<file path="src/rtl/alu_sched_pkg.sv">
// alu_sched_pkg: shared types and constants for the ALU-sharing scheduler.
package alu_sched_pkg;

    typedef enum logic [1:0] {
        IDLE = 2'd0,
        EXEC = 2'd1,
        RESP = 2'd2
    } state_t;

    // ALU control encodings
    localparam logic [3:0] CTL_ADD  = 4'b0000;
    localparam logic [3:0] CTL_SUB  = 4'b0001;
    localparam logic [3:0] CTL_MUL  = 4'b0010;
    localparam logic [3:0] CTL_RSVD = 4'b0011;
    localparam logic [1:0] CTL_ROT_PFX   = 2'b01;
    localparam logic       CTL_LOGIC_PFX = 1'b1;

    // Flag bit positions in {Q,L,R,M,N,Z,C,V}
    localparam int FLG_Q = 7;
    localparam int FLG_L = 6;
    localparam int FLG_R = 5;
    localparam int FLG_M = 4;
    localparam int FLG_N = 3;
    localparam int FLG_Z = 2;
    localparam int FLG_C = 1;
    localparam int FLG_V = 0;

    // Requester index width; never narrower than one bit
    function automatic int id_width(input int n);
        return (n > 2) ? $clog2(n) : 1;
    endfunction

endpackage

</file>
<file path="src/rtl/alu_sched_rr_arbiter.sv">
// alu_sched_rr_arbiter: combinational round-robin pick of the first request
// at or after the pointer, wrapping around.
module alu_sched_rr_arbiter
    import alu_sched_pkg::*;
#(
    parameter int NREQ = 2,
    parameter int ID_W = 1
) (
    input  logic [NREQ-1:0] req,
    input  logic [ID_W-1:0] ptr,
    output logic [NREQ-1:0] grant,
    output logic [ID_W-1:0] idx,
    output logic            any
);

    int              j;
    logic [ID_W-1:0] jj;

    // Scan from the pointer upward; first hit wins
    always_comb begin
        grant = '0;
        idx   = '0;
        any   = 1'b0;
        j     = 0;
        jj    = '0;
        for (int k = 0; k < NREQ; k++) begin
            j = int'(ptr) + k;
            if (j >= NREQ) j = j - NREQ;
            jj = ID_W'(j);
            if (!any && req[jj]) begin
                grant[jj] = 1'b1;
                idx       = jj;
                any       = 1'b1;
            end
        end
    end

endmodule

</file>
<file path="src/rtl/alu_sched.sv">
// alu_sched: shares one external ALU between NREQ requesters in round-robin
// order. Optional feature macro: ALU_SCHED_ERRCNT_EN adds ERR_CNT, a
// saturating count of error/range-flagged responses.
module alu_sched
    import alu_sched_pkg::*;
#(
    parameter int NREQ   = 2,
    parameter int DATA_W = 8,
    parameter int CTL_W  = 4
) (
    input  logic                         CLK,
    input  logic                         RST,
    input  logic [NREQ-1:0]              REQ_VALID,
    output logic [NREQ-1:0]              REQ_READY,
    input  logic [NREQ*CTL_W-1:0]        REQ_CTL,
    input  logic [NREQ*DATA_W-1:0]       REQ_A,
    input  logic [NREQ*DATA_W-1:0]       REQ_B,
    output logic [CTL_W-1:0]             ALU_CTL,
    output logic [DATA_W-1:0]            ALU_A,
    output logic [DATA_W-1:0]            ALU_B,
    input  logic [DATA_W-1:0]            ALU_Z,
    input  logic [7:0]                   ALU_FLAGS,
    output logic                         RSP_VALID,
    input  logic                         RSP_READY,
    output logic [id_width(NREQ)-1:0]    RSP_ID,
    output logic [DATA_W-1:0]            RSP_Z,
    output logic [7:0]                   RSP_FLAGS,
    output logic                         RSP_ERR,
`ifdef ALU_SCHED_ERRCNT_EN
    output logic [7:0]                   ERR_CNT,
`endif
    output logic                         BUSY
);

    localparam int ID_W = id_width(NREQ);

    state_t            state;
    logic [ID_W-1:0]   ptr;
    logic [ID_W-1:0]   next_ptr;
    logic [NREQ-1:0]   grant;
    logic [ID_W-1:0]   gidx;
    logic              gany;
    logic [CTL_W-1:0]  sel_ctl;
    logic [DATA_W-1:0] sel_a;
    logic [DATA_W-1:0] sel_b;

    alu_sched_rr_arbiter #(
        .NREQ (NREQ),
        .ID_W (ID_W)
    ) u_arb (
        .req   (REQ_VALID),
        .ptr   (ptr),
        .grant (grant),
        .idx   (gidx),
        .any   (gany)
    );

    assign REQ_READY = (state == IDLE) ? grant : '0;
    assign BUSY      = (state != IDLE);

    // Pick the winning payload and the pointer value that follows it
    always_comb begin
        sel_ctl = '0;
        sel_a   = '0;
        sel_b   = '0;
        for (int k = 0; k < NREQ; k++) begin
            if (gidx == ID_W'(k)) begin
                sel_ctl = REQ_CTL[k*CTL_W +: CTL_W];
                sel_a   = REQ_A[k*DATA_W +: DATA_W];
                sel_b   = REQ_B[k*DATA_W +: DATA_W];
            end
        end
        if (int'(gidx) == NREQ - 1) next_ptr = '0;
        else                        next_ptr = gidx + 1'b1;
    end

    // Scheduler FSM; reserved ops bypass the ALU so ALU_CTL never carries them
    always_ff @(posedge CLK or posedge RST) begin
        if (RST) begin
            state     <= IDLE;
            ptr       <= '0;
            ALU_CTL   <= '0;
            ALU_A     <= '0;
            ALU_B     <= '0;
            RSP_VALID <= 1'b0;
            RSP_ID    <= '0;
            RSP_Z     <= '0;
            RSP_FLAGS <= '0;
            RSP_ERR   <= 1'b0;
        end else begin
            case (state)
                IDLE: begin
                    if (gany) begin
                        ptr    <= next_ptr;
                        RSP_ID <= gidx;
                        if (sel_ctl == CTL_RSVD) begin
                            RSP_Z     <= '0;
                            RSP_FLAGS <= '0;
                            RSP_ERR   <= 1'b1;
                            RSP_VALID <= 1'b1;
                            state     <= RESP;
                        end else begin
                            ALU_CTL <= sel_ctl;
                            ALU_A   <= sel_a;
                            ALU_B   <= sel_b;
                            state   <= EXEC;
                        end
                    end
                end
                EXEC: begin
                    RSP_Z     <= ALU_Z;
                    RSP_FLAGS <= ALU_FLAGS;
                    RSP_ERR   <= 1'b0;
                    RSP_VALID <= 1'b1;
                    state     <= RESP;
                end
                RESP: begin
                    if (RSP_READY) begin
                        RSP_VALID <= 1'b0;
                        state     <= IDLE;
                    end
                end
                default: state <= IDLE;
            endcase
        end
    end

`ifdef ALU_SCHED_ERRCNT_EN
    logic rsp_hs;
    logic err_hit;

    assign rsp_hs  = RSP_VALID & RSP_READY;
    assign err_hit = RSP_ERR | RSP_FLAGS[FLG_R] | RSP_FLAGS[FLG_M];

    // Saturating count of flagged responses at handoff
    always_ff @(posedge CLK or posedge RST) begin
        if (RST) begin
            ERR_CNT <= 8'h00;
        end else if (rsp_hs && err_hit && (ERR_CNT != 8'hFF)) begin
            ERR_CNT <= ERR_CNT + 8'd1;
        end
    end
`endif

endmodule
</file>
<file path="config.mk">
export PLATFORM = sky130hd
export DESIGN_NAME = alu_sched
export DESIGN_NICKNAME = d
export VERILOG_FILES = /design/src/rtl/alu_sched_pkg.sv /design/src/rtl/alu_sched_rr_arbiter.sv /design/src/rtl/alu_sched.sv
export SDC_FILE = /design/constraint.sdc
export NUM_CORES = 1
export LEC_CHECK = 0
export CAP_MARGIN = 20
export CORE_ASPECT_RATIO = 1.75
export CORE_MARGIN = 1
export CORE_UTILIZATION = 40
export CTS_CLUSTER_SIZE = 16
export DETAILED_ROUTE_END_ITERATION = 8
export HOLD_SLACK_MARGIN = 0.1
export PLACE_DENSITY = 0.81
export SLEW_MARGIN = 20
export SYNTH_ARGS = -nofsm -noshare
export SYNTH_HDL_FRONTEND = slang
export SYNTH_SLANG_ARGS = --single-unit
</file>
<file path="constraint.sdc">
create_clock -name CLK -period 2.46 [get_ports CLK]
set_input_delay 0.492 -clock CLK [delete_from_list [all_inputs] [get_ports CLK]]
set_output_delay 0.492 -clock CLK [all_outputs]
set_load 0.01 [all_outputs]
</file>
Word-level counts from Yosys, hierarchy flattened --
Index checks and enable logic that the tools add are counted.
Word-level totals: register bits after elaboration 42, bits in latches 0, bits in writable memories 0, ROM bits 0, bits of input ports 61, output and inout port bits 42, memories kept 0
Operators by class: $add $sub $neg 4, multipliers 0, div/mod/pow operators 0, order comparisons 6, equality and inequality tests 6, shifts and indexed selects 0, mux-type cells 34, bitwise logic cells 2, reductions and logical operators 13
Operators by type and width (number):
- 2-to-1 mux 8 bit | 4
- case mux 8 bit (2 select lines) | 2
- 2-to-1 mux 1 bit | 16
- 2-to-1 mux 2 bit | 6
- case mux 2 bit (3 select lines) | 1
- AND reduction 3 bit | 2
- equality test 4 x 2 -> 1 bit (second input constant) | 1
- < comparator 1 x 2 -> 1 bit (second input constant) | 2
- 2-to-1 mux 4 bit | 1
- inequality test 2 bit (second input constant) | 2
- AND reduction 2 bit | 2
- AND reduction 4 bit | 1
- nonzero test 2 bit | 2
- logical AND 1 bit | 3
- case mux 1 bit (3 select lines) | 1
- nonzero test 3 bit | 1
- adder 1 x 1 -> 2 bit (second input constant) | 1
- demux 1 bit (select 1 bit) | 2
- equality test 2 x 1 -> 1 bit (second input constant) | 1
- equality test 2 bit (second input constant) | 1
- >= comparator 1 bit (second input constant) | 2
- >= comparator 1 x 2 -> 1 bit (second input constant) | 1
- >= comparator 2 bit (second input constant) | 1
- logical NOT 2 bit | 1
- 7 further kinds | 8

Longest topological paths before layout --
word-level depth 13, mapped depth 6

By module --
A second synthesis with hierarchy kept.
Second synthesis, totals: cell total of the unflattened synthesis 158, area, all modules 2010.7 sq um
Modules (own cells, without submodules):
- alu_sched | times used 1, cells each 153, area each 1978.1 sq um
- alu_sched_rr_arbiter | times used 1, cells each 5, area each 32.5 sq um

Worst setup path after synthesis --
OpenSTA, ideal clock, no wires.
path kind reg-to-reg, start register ptr, end register ALU_A[5], library setup time 125 ps, arrival time 1659 ps, path slack 676 ps, cell stages (with the launch flop) 6, buffers on the path 1, period minus slack after synthesis 1784 ps, path through dfrtp_1 > nand2b_2 > nand2_1 > clkbuf_1 > mux2_2 > mux2_4
Between the ends: cells in the longest elaborated chain, start to end 12, elaborated cells between the ends (all ways) 22, classes of those cells 3 x add/sub; 2 x order compare; 1 x eq/ne; 12 x mux; 1 x bitwise; 3 x reduce/logical
RTL lines:
- start, declared | RTL line alu_sched.sv:38 | logic [ID_W-1:0] ptr;
- start signal, assigned | RTL line alu_sched.sv:94 | ptr <= next_ptr;
- >= comparator 1 x 2 -> 1 bit or subtractor 1 bit (tied branches) | RTL line alu_sched_rr_arbiter.sv:28 | if (j >= NREQ) j = j - NREQ;
- 2-to-1 mux 1 bit | RTL line alu_sched_rr_arbiter.sv:28
- 2-to-1 mux 1 bit (implied by the code) (2 in a row) | RTL line alu_sched_rr_arbiter.sv:30 | if (!any && req[jj]) begin
- 2-to-1 mux 1 bit | RTL line alu_sched_rr_arbiter.sv:30
- logical NOT 1 bit | RTL line alu_sched_rr_arbiter.sv:30
- logical AND 1 bit | RTL line alu_sched_rr_arbiter.sv:30
- 2-to-1 mux 1 bit | RTL line alu_sched_rr_arbiter.sv:30
- 2-to-1 mux 4 bit | RTL line alu_sched.sv:67 | if (gidx == ID_W'(k)) begin
- equality test 4 x 2 -> 1 bit | RTL line alu_sched.sv:96 | if (sel_ctl == CTL_RSVD) begin
- NOT 1 bit (no line)
- AND reduction 3 bit (no line)
- end signal, assigned | RTL line alu_sched.sv:104 | ALU_A <= sel_a;
- end, declared | RTL line alu_sched.sv:19 | output logic [DATA_W-1:0] ALU_A,
Parallel ways exist; a longest one is shown, timed or not. The select of a mux whose other input is x is not followed. A chain may end at the register's enable or synchronous reset.

Worst setup path in the final report --
start input REQ_VALID[0], end output REQ_READY[1]
Between the ends: cells in the longest elaborated chain, start to end 7, elaborated cells between the ends (all ways) 11, classes of those cells 8 x mux; 1 x bitwise; 2 x reduce/logical
RTL lines:
- start, declared | RTL line alu_sched.sv:13 | input logic [NREQ-1:0] REQ_VALID,
- 2-to-1 mux 1 bit (implied by the code) (2 in a row) | RTL line alu_sched_rr_arbiter.sv:30
- 2-to-1 mux 1 bit | RTL line alu_sched_rr_arbiter.sv:30
- logical NOT 1 bit | RTL line alu_sched_rr_arbiter.sv:30
- logical AND 1 bit | RTL line alu_sched_rr_arbiter.sv:30
- 2-to-1 mux 2 bit * | RTL line alu_sched_rr_arbiter.sv:30
- 2-to-1 mux 2 bit * | RTL line alu_sched.sv:58 | assign REQ_READY = (state == IDLE) ? grant : '0;
- end, declared | RTL line alu_sched.sv:14 | output logic [NREQ-1:0] REQ_READY,
Every way passes the cells marked *; elsewhere a longest branch is shown, timed or not. The select of a mux whose other input is x is not followed.

==> impl_metrics.yaml <==
cts:
  root_buffer: "clkbuf_8"
  cts-buffers-inserted: 5
  cts_max_level: 2
  clockBufferDepth: 2
  clkTransAtPathRegs_ns: 0.07
  post_cts_buffers: 0
  holdBufCountCts: 0
  cts_sinks: 42
  cts-resized-gates: 0
  clk_latency_ns: 0.28
  cts_tree: "done"
pwr:
  p_leak_nw: 1.458
  power_density_mw_per_mm2: 1154
  worst_ir_drop_vdd_v: 0.0006980
worst_setup_path:
  critical_path_arrival_ns: 1.84
  crit_required_ns: 1.97
  rr_startpoint: "state[0]$_DFFE_PP0P_"
  crit_family: "buffers and inverters"
  critPathSlowestCell: "clkdlybuf4s50_1"
  setup.worst_path.start: "REQ_VALID[0]"
  crit_type: "in2out"
  timing.critical_path.to: "REQ_READY[1]"
  crit_chain: "clkdlybuf4s50_1 -> nand2b_2 -> nand2_1 -> nor2_1 -> clkdlybuf4s50_1"
  reg2reg_to: "ALU_A[4]$_DFFE_PP0P_"
  r2r_cells: 5
  critPathMaxFanout: 3
  end_kind: "output port"
  startpoint_type: "primary input"
  cp.depth: 5
  timing.reg2reg.setup_slack_ns: 0.60
  path_common_cell: "clkdlybuf4s50_1"
  max_stage_delay_ns: 0.56
  critPathBufInv: 2
detailed_routing:
  routed_via_density: 5.130
  finalWirelength_um: 4921
  drc: 0
  drtIter0Drc: 34
  ant_nets: 0
  vias: 1698
  drt-wirelength-per-cell_um: 14.87
  firstDrtPassIters: 4
logic_synthesis:
  syn_area_mm2: 0.002084
  seq_area_frac_synth_pct: 50.42
  yosys.area_share.simple_pct: 5.222
  synth_top_family_by_area: "multiplexers"
  synth_compound_area_share_pct: 14.89
  synthAdderAreaFrac_pct: 0
  synthMuxAreaShare_pct: 23.47
  yosys_warnings: 0
  synth.distinct_cells: 30
  syn_inst: 171
  synth_fp_nets: 232
  synth_xor_area_share_pct: 0
  synth-seq-cells: 42
  synth.avg_cell_area_um2: 12.19
global_route:
  grt_pass1_vias: 1890
  grt_pass1_wl_um: 8431
  grt_max_degree: 43
  overflow: 0
  antenna_found_initial: 0
  grt.total_usage_pct: 19.10
timing:
  fin_skew_ns: 0.002620
  final_max_slew_viol_count: 0
  setup_violations: 0
  worst_pin_slew_ns: 0.6621
  period_share_pct: 94.85
  relSlewSlack_pct: 55.66
  finalCriticalPeriod_ns: 2.333
  max_freq_mhz: 428.6
  rsz0062_at_grt: "no"
  whs_ns: 0.4898
  fin_setup_tns_ns: 0
  hold_viol: 0
die:
  num_rows: 34
  die_h_um: 97.50
  initial_core_util_pct: 41.88
  die-area_mm2: 0.005515
  io_pins: 103
  die-width_um: 56.57
  coreArea_mm2: 0.004977
final_layout:
  diodes: 0
  final_util_pct: 66.21
  areaGrowthSynthToFinish_pct: 58.10
  fin_nets: 338
  finalInstanceArea_mm2: 0.003296
  final_cells: 331
  drive_gt1_share_pct: 21.30
place:
  port_buffers: 102
  placed_area_mm2: 0.003183
  dp.final_hpwl_um: 3682
  gp_congestion: 0.7691
  placed_cells: 324
min_path:
  hold_class: "reg2reg"
job:
  maxCapViolCount: 0
run_status:
  status: "completed"
==> final cells by class <==
cell class,instances,area (um^2)
fillers,388,1682
repair buffers,108,1079
flip-flops and latches,42,1051
multi-input cells,100,910.9
clock buffers,6,82.58
inverters,20,75.07
well taps,54,67.56
clock inverters,1,30.03
==> flip-flops by register name (all words and copies together) (netlist names) <==
| signal | flops |
|---|---|
| ALU_B | 8 |
| ALU_CTL | 4 |
| RSP_FLAGS | 8 |
| ALU_A | 8 |
| RSP_Z | 8 |
| RSP_ERR | 1 |
| ptr | 1 |
| state | 2 |
| RSP_VALID | 1 |
| RSP_ID | 1 |
==> cell usage after synthesis (all sizes together) <==
| cell type | number | share of area, % |
|---|---|---|
| a2111oi | 1 | 1.3 |
| a21o | 1 | 0.36 |
| a21oi | 5 | 1.2 |
| a22oi | 17 | 6.1 |
| a2bb2oi | 2 | 0.84 |
| a31oi | 1 | 0.30 |
| and3 | 1 | 0.36 |
| buf | 3 | 1.3 |
| clkbuf | 6 | 1.1 |
| dfrtp | 42 | 50 |
| inv | 20 | 3.6 |
| mux2 | 36 | 23 |
| mux2i | 2 | 0.96 |
| nand2 | 3 | 0.54 |
| nand2b | 1 | 0.42 |
| nor2 | 5 | 1.0 |
| nor2b | 1 | 0.30 |
| nor3 | 1 | 0.24 |
| nor4 | 1 | 1.0 |
| nor4bb | 1 | 0.48 |
| o21a | 1 | 0.36 |
| o21ai | 17 | 4.1 |
| o22ai | 1 | 0.30 |
| or2 | 1 | 0.30 |
| or3 | 1 | 0.54 |
==> how the worst min path moves through the flow <==
stage                            start                 end  slack, ns  depth (start not counted)
finish              RSP_ID$_DFFE_PP0P_  RSP_ID$_DFFE_PP0P_       0.49                          1
global route        RSP_ID$_DFFE_PP0P_  RSP_ID$_DFFE_PP0P_       0.51                          1
CTS                 RSP_ID$_DFFE_PP0P_  RSP_ID$_DFFE_PP0P_       0.49                          1
detailed placement  RSP_ID$_DFFE_PP0P_  RSP_ID$_DFFE_PP0P_       0.47                          1
global placement    RSP_ID$_DFFE_PP0P_  RSP_ID$_DFFE_PP0P_       0.47                          1
floorplan              ptr$_DFFE_PP0P_     ptr$_DFFE_PP0P_       0.47                          1
==> kinds of logic after synthesis <==
| kind of cell | Yosys count |
|---|---|
| multiplexers | 38 |
| buffers and inverters | 29 |
| AND/OR/NAND/NOR | 16 |
| flip-flops | 42 |
| AO/OA/AOI/OAI | 46 |
==> placed cells by master, fill, tap and decap left out, types with 2 or more instances in the layout <==
cell type | synthesis | final
a21oi_1 | 5 | 5
a22oi_1 | 17 | 17
a2bb2oi_1 | 2 | 2
buf_4 | 0 | 5
clkbuf_8 | 0 | 6
clkdlybuf4s50_1 | 0 | 102
dfrtp_1 | 42 | 42
inv_1 | 19 | 18
inv_2 | 1 | 2
mux2_2 | 19 | 19
mux2_4 | 17 | 17
mux2i_1 | 2 | 2
nand2_1 | 3 | 3
nor2_1 | 4 | 4
o21ai_0 | 15 | 15
o21ai_1 | 2 | 2
==> worst reg2reg max path: stages (launching register included) <==
cell     delay [ns]
dfrtp_1        0.46
nor2_2         0.27
inv_2          0.11
nor4_4         0.33
buf_12         0.23
mux2_2         0.35
==> power breakdown <==
part | switching, mW | internal (mW) | total [mW]
Sequential | 0.238 | 1.03 | 1.27
Clock | 0.225 | 0.325 | 0.550
Combinational | 0.778 | 1.21 | 1.99
Total | 1.24 | 2.56 | 3.80
==> layer usage <==
metal	vias up	GRT usage [%]	part of all wire, %
met5	-	0	0
met4	0	5.629	0.59
met3	2	4.794	6.6
met2	64	36.47	57
met1	818	19.62	36
li1	814	-	-
==> stage by stage <==
stage	power, mW	setup slack (ns)
after floorplan	2.342	0.6755
after global placement	3.243	0.1310
after detailed placement	3.286	0.1167
after CTS	3.861	0.1105
after global routing	4.073	0.04447
final	3.804	0.1267
No activity file was read; power rests on OpenSTA's default activity.
